<file path="src/rtl/ln_bwd_scheduler.sv">
// rtl/ln_bwd_scheduler.sv - per-row handshake sequencer for the layer-norm backward unit
// Walks a tile row by row (fetch, launch, wait, write dX, release) and sums dgamma/dbeta with saturation.
module ln_bwd_scheduler #(
  parameter int IL      = 4,
  parameter int FL      = 16,
  parameter int ROWS_W  = 8,
  parameter int TIMEOUT = 1024
) (
  input  logic                 clk_i,
  input  logic                 reset_i,
  input  logic                 start_i,
  input  logic [ROWS_W-1:0]    num_rows_i,
  input  logic                 abort_i,
  output logic                 row_req_o,
  output logic [ROWS_W-1:0]    row_idx_o,
  input  logic                 row_valid_i,
  output logic                 bwd_input_ready_o,
  output logic                 bwd_output_taken_o,
  input  logic [1:0]           bwd_state_i,
  input  logic [IL+FL-1:0]     bwd_dgamma_i,
  input  logic [IL+FL-1:0]     bwd_dbeta_i,
  output logic                 dx_we_o,
  input  logic                 dx_ack_i,
  output logic [IL+FL-1:0]     dgamma_acc_o,
  output logic [IL+FL-1:0]     dbeta_acc_o,
  output logic                 busy_o,
  output logic                 done_o,
  output logic                 err_o
);

  localparam int W     = IL + FL;
  localparam int CNT_W = $clog2(TIMEOUT + 1);

  localparam logic [W-1:0]     SAT_MAX  = {1'b0, {(W-1){1'b1}}};
  localparam logic [W-1:0]     SAT_MIN  = {1'b1, {(W-1){1'b0}}};
  localparam logic [CNT_W-1:0] CNT_LAST = CNT_W'(TIMEOUT - 1);

  localparam logic [2:0] S_IDLE    = 3'd0;
  localparam logic [2:0] S_FETCH   = 3'd1;
  localparam logic [2:0] S_LAUNCH  = 3'd2;
  localparam logic [2:0] S_WAIT    = 3'd3;
  localparam logic [2:0] S_WRITE   = 3'd4;
  localparam logic [2:0] S_RELEASE = 3'd5;
  localparam logic [2:0] S_DONE    = 3'd6;

  localparam logic [1:0] UNIT_IDLE = 2'b00;
  localparam logic [1:0] UNIT_HELD = 2'b10;

  logic [2:0]        state_q, state_d;
  logic [ROWS_W-1:0] num_rows_q, num_rows_d;
  logic [ROWS_W-1:0] row_idx_q, row_idx_d;
  logic [CNT_W-1:0]  cnt_q, cnt_d;
  logic [W-1:0]      dgamma_q, dgamma_d;
  logic [W-1:0]      dbeta_q, dbeta_d;
  logic              abort_q, abort_d;
  logic              err_q, err_d;
  logic              taken_q, taken_d;
  logic              abort_now;
  logic              last_row;

  // Sign-extend by one bit; a disagreement between the top two sum bits means overflow.
  function automatic logic [W-1:0] sat_add(input logic [W-1:0] a, input logic [W-1:0] b);
    logic [W:0] s;
    s = {a[W-1], a} + {b[W-1], b};
    if (s[W] != s[W-1]) sat_add = s[W] ? SAT_MIN : SAT_MAX;
    else                sat_add = s[W-1:0];
  endfunction

  assign abort_now = abort_q | abort_i;
  assign last_row  = (row_idx_q == num_rows_q - ROWS_W'(1));

  always_comb begin
    state_d    = state_q;
    num_rows_d = num_rows_q;
    row_idx_d  = row_idx_q;
    cnt_d      = cnt_q;
    dgamma_d   = dgamma_q;
    dbeta_d    = dbeta_q;
    abort_d    = abort_q;
    err_d      = err_q;
    taken_d    = taken_q;

    if (state_q != S_IDLE && abort_i) abort_d = 1'b1;

    case (state_q)
      S_IDLE: begin
        if (start_i) begin
          num_rows_d = num_rows_i;
          row_idx_d  = '0;
          dgamma_d   = '0;
          dbeta_d    = '0;
          err_d      = 1'b0;
          abort_d    = 1'b0;
          state_d    = (num_rows_i == '0) ? S_DONE : S_FETCH;
        end
      end
      S_FETCH: begin
        if (row_valid_i && bwd_state_i == UNIT_IDLE) state_d = S_LAUNCH;
      end
      S_LAUNCH: begin
        cnt_d   = '0;
        state_d = S_WAIT;
      end
      S_WAIT: begin
        if (bwd_state_i == UNIT_HELD) begin
          state_d = S_WRITE;
        end else if (cnt_q == CNT_LAST) begin
          err_d   = 1'b1;
          state_d = S_RELEASE;
        end else begin
          cnt_d = cnt_q + CNT_W'(1);
        end
      end
      S_WRITE: begin
        if (dx_ack_i) begin
          dgamma_d = sat_add(dgamma_q, bwd_dgamma_i);
          dbeta_d  = sat_add(dbeta_q, bwd_dbeta_i);
          state_d  = S_RELEASE;
        end
      end
      S_RELEASE: begin
        // taken_q limits the release strobe to the first RELEASE cycle.
        taken_d = 1'b1;
        if (bwd_state_i == UNIT_IDLE) begin
          taken_d = 1'b0;
          if (last_row || abort_now) begin
            err_d   = err_q | abort_now;
            state_d = S_DONE;
          end else begin
            row_idx_d = row_idx_q + ROWS_W'(1);
            state_d   = S_FETCH;
          end
        end
      end
      S_DONE: begin
        abort_d = 1'b0;
        state_d = S_IDLE;
      end
      default: state_d = S_IDLE;
    endcase
  end

  always_ff @(posedge clk_i) begin
    if (!reset_i) begin
      state_q    <= S_IDLE;
      num_rows_q <= '0;
      row_idx_q  <= '0;
      cnt_q      <= '0;
      dgamma_q   <= '0;
      dbeta_q    <= '0;
      abort_q    <= 1'b0;
      err_q      <= 1'b0;
      taken_q    <= 1'b0;
    end else begin
      state_q    <= state_d;
      num_rows_q <= num_rows_d;
      row_idx_q  <= row_idx_d;
      cnt_q      <= cnt_d;
      dgamma_q   <= dgamma_d;
      dbeta_q    <= dbeta_d;
      abort_q    <= abort_d;
      err_q      <= err_d;
      taken_q    <= taken_d;
    end
  end

  assign row_req_o          = (state_q == S_FETCH);
  assign row_idx_o          = row_idx_q;
  assign bwd_input_ready_o  = (state_q == S_LAUNCH);
  assign bwd_output_taken_o = (state_q == S_RELEASE) && !taken_q;
  assign dx_we_o            = (state_q == S_WRITE);
  assign dgamma_acc_o       = dgamma_q;
  assign dbeta_acc_o        = dbeta_q;
  assign busy_o             = (state_q != S_IDLE);
  assign done_o             = (state_q == S_DONE);
  assign err_o              = err_q;

endmodule

</file>
<file path="config.mk">
export PLATFORM = sky130hd
export DESIGN_NAME = ln_bwd_scheduler
export DESIGN_NICKNAME = d
export VERILOG_FILES = /design/src/rtl/ln_bwd_scheduler.sv
export SDC_FILE = /design/constraint.sdc
export NUM_CORES = 1
export LEC_CHECK = 0
export ABC_AREA = 1
export CORE_UTILIZATION = 49
export DETAILED_ROUTE_END_ITERATION = 8
export PLACE_DENSITY_LB_ADDON = 0.3
export RECOVER_POWER = 25
export SLEW_MARGIN = 20
export SYNTH_ARGS = -nofsm -noshare
export SYNTH_HDL_FRONTEND = slang
export SYNTH_SLANG_ARGS = --single-unit
</file>
<file path="constraint.sdc">
create_clock -name clk_i -period 2.3 [get_ports clk_i]
set_input_delay 0.46 -clock clk_i [delete_from_list [all_inputs] [get_ports clk_i]]
set_output_delay 0.46 -clock clk_i [all_outputs]
set_load 0.02 [all_outputs]
</file>
=== Word-level counts from Yosys, hierarchy flattened ===
Cells that the tools add are included.

* Register bits: 73

* Add/sub/neg operators: 5
* Eq/ne operators: 21
* Mux-type cells: 35
* Bitwise gates (word level): 2
* Reductions and logical operators: 19

{| class="wikitable"
|+ Operator list
! operator !! count
|-
| $mux W20 || 7
|-
| $pmux W20 S2 || 2
|-
| $add A20 B20 Y21 || 2
|-
| $mux W3 || 8
|-
| $mux W8 || 3
|-
| $mux W11 || 2
|-
| $pmux W11 S2 || 1
|-
| $pmux W3 S6 || 1
|-
| $pmux W8 S2 || 1
|-
| $ne A2 B2 Y1 const B || 7
|-
| $add A11 B1 Y11 const B || 1
|-
| $eq A11 B10 Y1 const B || 1
|-
| $eq A3 B3 Y1 const B || 3
|-
| $add A8 B1 Y8 const B || 1
|-
| $eq A8 B8 Y1 || 1
|-
| $logic_not A8 Y1 || 1
|-
| $mux W1 || 8
|-
| $sub A8 B1 Y8 const B || 1
|-
| $eq A3 B2 Y1 const B || 2
|-
| $reduce_and A3 Y1 || 2
|-
| $reduce_and A6 Y1 || 1
|-
| $reduce_bool A2 Y1 || 3
|-
| $reduce_bool A3 Y1 || 2
|-
| $reduce_and A5 Y1 || 1
|-
| 15 further kinds || 20
|}

=== Depth between registers and ports, before layout ===
* Depth after elaboration: 6
* Mapped depth: 17
* Gate-level depth less buffers: 17

=== Least setup slack after synthesis ===
No wires, ideal clock.

* Path type: register to register
* From: register dgamma_q[0], in the netlist dgamma_acc_o[0]
* To: register dgamma_q[11], in the netlist dgamma_acc_o[11]
* Setup time: 0.068 ns
* Data arrival time: 2.287 ns
* Required time: 2.232 ns
* Slack: -0.055 ns
* Stages on the path, launching flop included: 12
* Path buffers: 1
* Period minus slack after synthesis: 2.355 ns
* Cell sequence: dfxtp_1 > ha_1 > inv_1 > fa_1 > o21ai_1 > nand3_1 > nand4_1 > nand2_2 > a21oi_4 > buf_6 > nand2_1 > a21oi_2

* Longest elaborated chain between the ends: 5
* Elaborated cells on any way between the ends: 6
* Classes of those cells: add/sub (1); eq/ne (1); mux (4)

{| class="wikitable"
|+ Ends and longest elaborated chain
! what !! line !! RTL
|-
| start, declared || 53 || <nowiki>logic [W-1:0] dgamma_q, dgamma_d;</nowiki>
|-
| start signal, assigned || 159 || <nowiki>dgamma_q <= dgamma_d;</nowiki>
|-
| $add A20 B20 Y21 * || 64 || <nowiki>s = {a[W-1], a} + {b[W-1], b};</nowiki>
|-
| $mux W20 or $ne A1 B1 Y1 (tied branches) || 65 || <nowiki>if (s[W] != s[W-1]) sat_add = s[W] ? SAT_MIN : SAT_MAX;</nowiki>
|-
| $mux W20 * || 65 ||
|-
| $mux W20 * || 115 || <nowiki>if (dx_ack_i) begin</nowiki>
|-
| $pmux W20 S2 * || 85 || <nowiki>case (state_q)</nowiki>
|}

Every way passes the cells marked *; elsewhere a longest branch is shown, timed or not. The select of a mux whose other input is x is not followed.
A chain may end at the register's enable or synchronous reset.

=== Worst setup path in the final report ===
* From: input port bwd_dgamma_i[0]
* To: register dgamma_q[1], in the netlist dgamma_acc_o[1]

* Longest elaborated chain between the ends: 5
* Elaborated cells on any way between the ends: 6
* Classes of those cells: add/sub (1); eq/ne (1); mux (4)

{| class="wikitable"
|+ Ends and longest elaborated chain
! what !! line !! RTL
|-
| start, declared || 20 || <nowiki>input logic [IL+FL-1:0] bwd_dgamma_i,</nowiki>
|-
| $add A20 B20 Y21 * || 64 ||
|-
| $mux W20 or $ne A1 B1 Y1 (tied branches) || 65 ||
|-
| $mux W20 * || 65 ||
|-
| $mux W20 * || 115 ||
|-
| $pmux W20 S2 * || 85 ||
|}

Marks and branches as above.

==> flow_metrics.py <==
metrics = {
    "run_status": {
        "status": "finished, violations left",
        "violations": "negative setup slack",
    },
    "pwr": {
        "peakVddDrop_v": 0.000289,
        "leakagePower_nw": 4.73,
        "p_per_area_nw_per_um2": 479,
    },
    "floorplan": {
        "dieWidth_um": 115,
        "core_um2": 12200,
        "dieArea_um2": 13200,
        "die-height_um": 115,
        "io_pins": 111,
        "rows": 40,
        "start_util_pct": 51.0,
    },
    "critical_path": {
        "arrival_ns": 2.64,
        "crit_fanout": 5,
        "crit_slowest_cell": "fa_2",
        "r2r_slack_ns": -0.03,
        "cp-start-kind": "input port",
        "crit_chain": "dlygate4sd2_1 -> ha_2 -> inv_1 -> fa_2 -> o21ai_4 -> nand3_2 -> nand4_1 -> nand2_2 -> a21oi_4 -> buf_6 -> nand2_1 -> a21oi_1",
        "crit_path_max_incr_delay_ns": 0.43,
        "critPathRequiredTime_ns": 2.58,
        "path_class": "input port to flop",
        "end_kind": "flop",
    },
    "synthesis": {
        "syn_nets": 1124,
        "postSynthCellCount": 1023,
        "syn_area_um2": 6230,
        "synth_cell_type_count": 39,
        "yosysSeqAreaShare_pct": 23.5,
        "synth_area_per_cell_um2": 6.09,
        "synth_seq_cells": 73,
        "ys_warn_count": 0,
    },
    "timing": {
        "layout_worst_path_cycle_share_pct": 103,
        "finalSetupViolCount": 9,
        "fin_skew_ns": 0.0138,
        "max_freq_mhz": 424,
        "slew_viol_final": 0,
        "period_minus_slack_ns": 2.36,
        "finalSetupTns_ns": -0.136,
        "hold_viol_final": 0,
        "layout_setup_ws_ns": -0.0585,
        "worst_slew_pin_slew_ns": 0.381,
        "slew_headroom_pct": 74.6,
    },
    "drt": {
        "drtIter0Drc": 821,
        "drc_errors": 0,
        "drt_wl_total_um": 23000,
        "post_drt_wl_per_cell_um": 15.8,
        "antenna_left": 0,
        "via_per_inst": 5.59,
        "vias": 8132,
        "first_pass_iters": 5,
    },
    "global_routing": {
        "grt_pass1_wl_um": 32900,
        "antenna_found_initial": 0,
        "grt_usage_pct": 31.3,
        "grt_max_degree": 37,
        "grt_overflow": 0,
        "grt_pass1_vias": 7291,
    },
    "clock_tree": {
        "cts_num_sinks": 73,
        "tritoncts": "built",
        "clock-root-buffer": "clkbuf_16",
        "clk_latency_ns": 0.36,
        "cts_buffer_depth": 2,
        "cts.reportedPaths.clkPinSlew_ns": 0.07,
        "cts_max_level": 3,
        "cts_buffers": 9,
    },
    "job": {
        "drv_cap": 0,
    },
    "finish": {
        "utilization_pct": 81.8,
        "nets": 1383,
        "final_cells": 1454,
        "diodes": 0,
        "layout-drive-gt1-share_pct": 25.4,
        "synthToLayoutAreaGrowth_pct": 60.4,
    },
    "placed_design": {
        "dp_slack_ns": -0.505,
        "hpwlAfterDp_um": 14300,
        "gp_congestion": 1.00,
        "port_buffers": 110,
        "dp.cells": 1417,
    },
    "worst_hold_path": {
        "hold_class": "flop to flop",
    },
}
[synth_stat cells (all sizes together)]
library cell	count	area, um^2
dfxtp	73	1460
o21a	1	7.51
nand3b	15	129
clkinv	1	3.75
o2111a	1	11.3
a21oi	104	566
nor4	1	6.26
ha	43	538
xor2	13	114
nand3	87	435
nor3b	1	7.51
xnor3	1	22.5
inv	114	428
clkbuf	12	45.0
fa	2	40.0
nand2	345	1340
nand4	16	106
buf	8	58.8
o21bai	11	82.6
xnor2	17	149
o21ai	30	150
nor3	17	90.1
and2	4	26.3
nor2	105	409
a31oi	1	6.26
[layer usage]
| metal | part of all wire [%] | track usage [%] |
|---|---|---|
| met5 | 0 | 0 |
| met4 | 4.4 | 14.0 |
| met3 | 7.4 | 3.80 |
| met2 | 49 | 55.8 |
| met1 | 39 | 37.8 |
[worst max-delay path, delay by kind of cell]
| family | cells | cell delay [ns] |
|---|---|---|
| buffers and inverters | 3 | 0.50 |
| AO/OA/AOI/OAI | 3 | 0.62 |
| adder cells (fa/ha/maj) | 2 | 0.62 |
| AND/OR/NAND/NOR | 4 | 0.45 |
[cells by family after synthesis]
logic type / Yosys count / share of synthesized area (%)
simple gates: 591 / 40.9
buf+inv: 135 / 8.60
compound gates: 148 / 13.2
flops: 73 / 23.5
fa+ha+maj: 45 / 9.28
xor+xnor: 31 / 4.58
[registers in the layout, indices dropped and copies added (netlist names)]
register      count
num_rows_q        8
err_o             1
cnt_q            11
state_q           3
row_idx_o         8
taken_q           1
abort_q           1
dgamma_acc_o     20
dbeta_acc_o      20
[worst paths after layout]
path,from,cells past startpoint,to
hold reg to reg,taken_q,2,taken_q
setup reg to reg,dgamma_acc_o[0],11,dgamma_acc_o[1]
setup / recovery,bwd_dgamma_i[0],12,dgamma_acc_o[1]
hold / removal,taken_q,2,taken_q
[area by class of cell]
type	count	area (um^2)
multi-input cells	816	5040
clock buffers	10	229
clock inverters	5	105
well taps	168	210
flip-flops and latches	73	1480
inverters	115	432
fillers	766	2220
repair buffers	267	2510
[placed cells by master (no fill, tap or decap), types with 9 or more instances in the layout]
| master | instances |
|---|---|
| a21oi_1 | 68 |
| a21oi_2 | 32 |
| buf_12 | 9 |
| buf_4 | 139 |
| clkbuf_16 | 10 |
| clkdlybuf4s50_1 | 48 |
| dfxtp_1 | 62 |
| dfxtp_2 | 11 |
| dlygate4sd2_1 | 12 |
| dlygate4sd3_1 | 21 |
| dlymetal6s2s_1 | 29 |
| ha_4 | 37 |
| inv_1 | 108 |
| nand2_1 | 315 |
| nand2_2 | 24 |
| nand3_1 | 81 |
| nand3b_1 | 13 |
| nand4_1 | 15 |
| nor2_1 | 91 |
| nor2_2 | 10 |
| nor3_1 | 16 |
| o21ai_0 | 26 |
| o21bai_1 | 10 |
| xnor2_1 | 17 |
| xor2_1 | 13 |
[where the power goes]
group / total (W) / internal, W / switching [W] / leakage (nW)
logic: 0.00171 / 0.000715 / 0.000999 / 3.98
registers: 0.00140 / 0.00134 / 0.0000638 / 0.596
clock network: 0.00166 / 0.00105 / 0.000609 / 0.155
[through the flow]
| step | hold WS, ns | power (W) | instance area [um^2] |
|---|---|---|---|
| after global routing | 0.473 | 0.00500 | 9990 |
| after CTS | 0.468 | 0.00468 | 9510 |
| after detailed placement | 0.459 | 0.00297 | 8540 |
| final | 0.471 | 0.00478 | 9990 |
| after floorplan | 0.441 | 0.00237 | 6240 |
| after global placement | 0.450 | 0.00294 | 8540 |
[repair_timing]
item,4_1_cts,5_1_grt
buffers inserted,9,8
resized for setup,90,98
hold buffers,0,0
cloned,3,2
pin swaps,15,37
endpoints found under the setup margin,40,48
(Power assumes the default switching activity.)
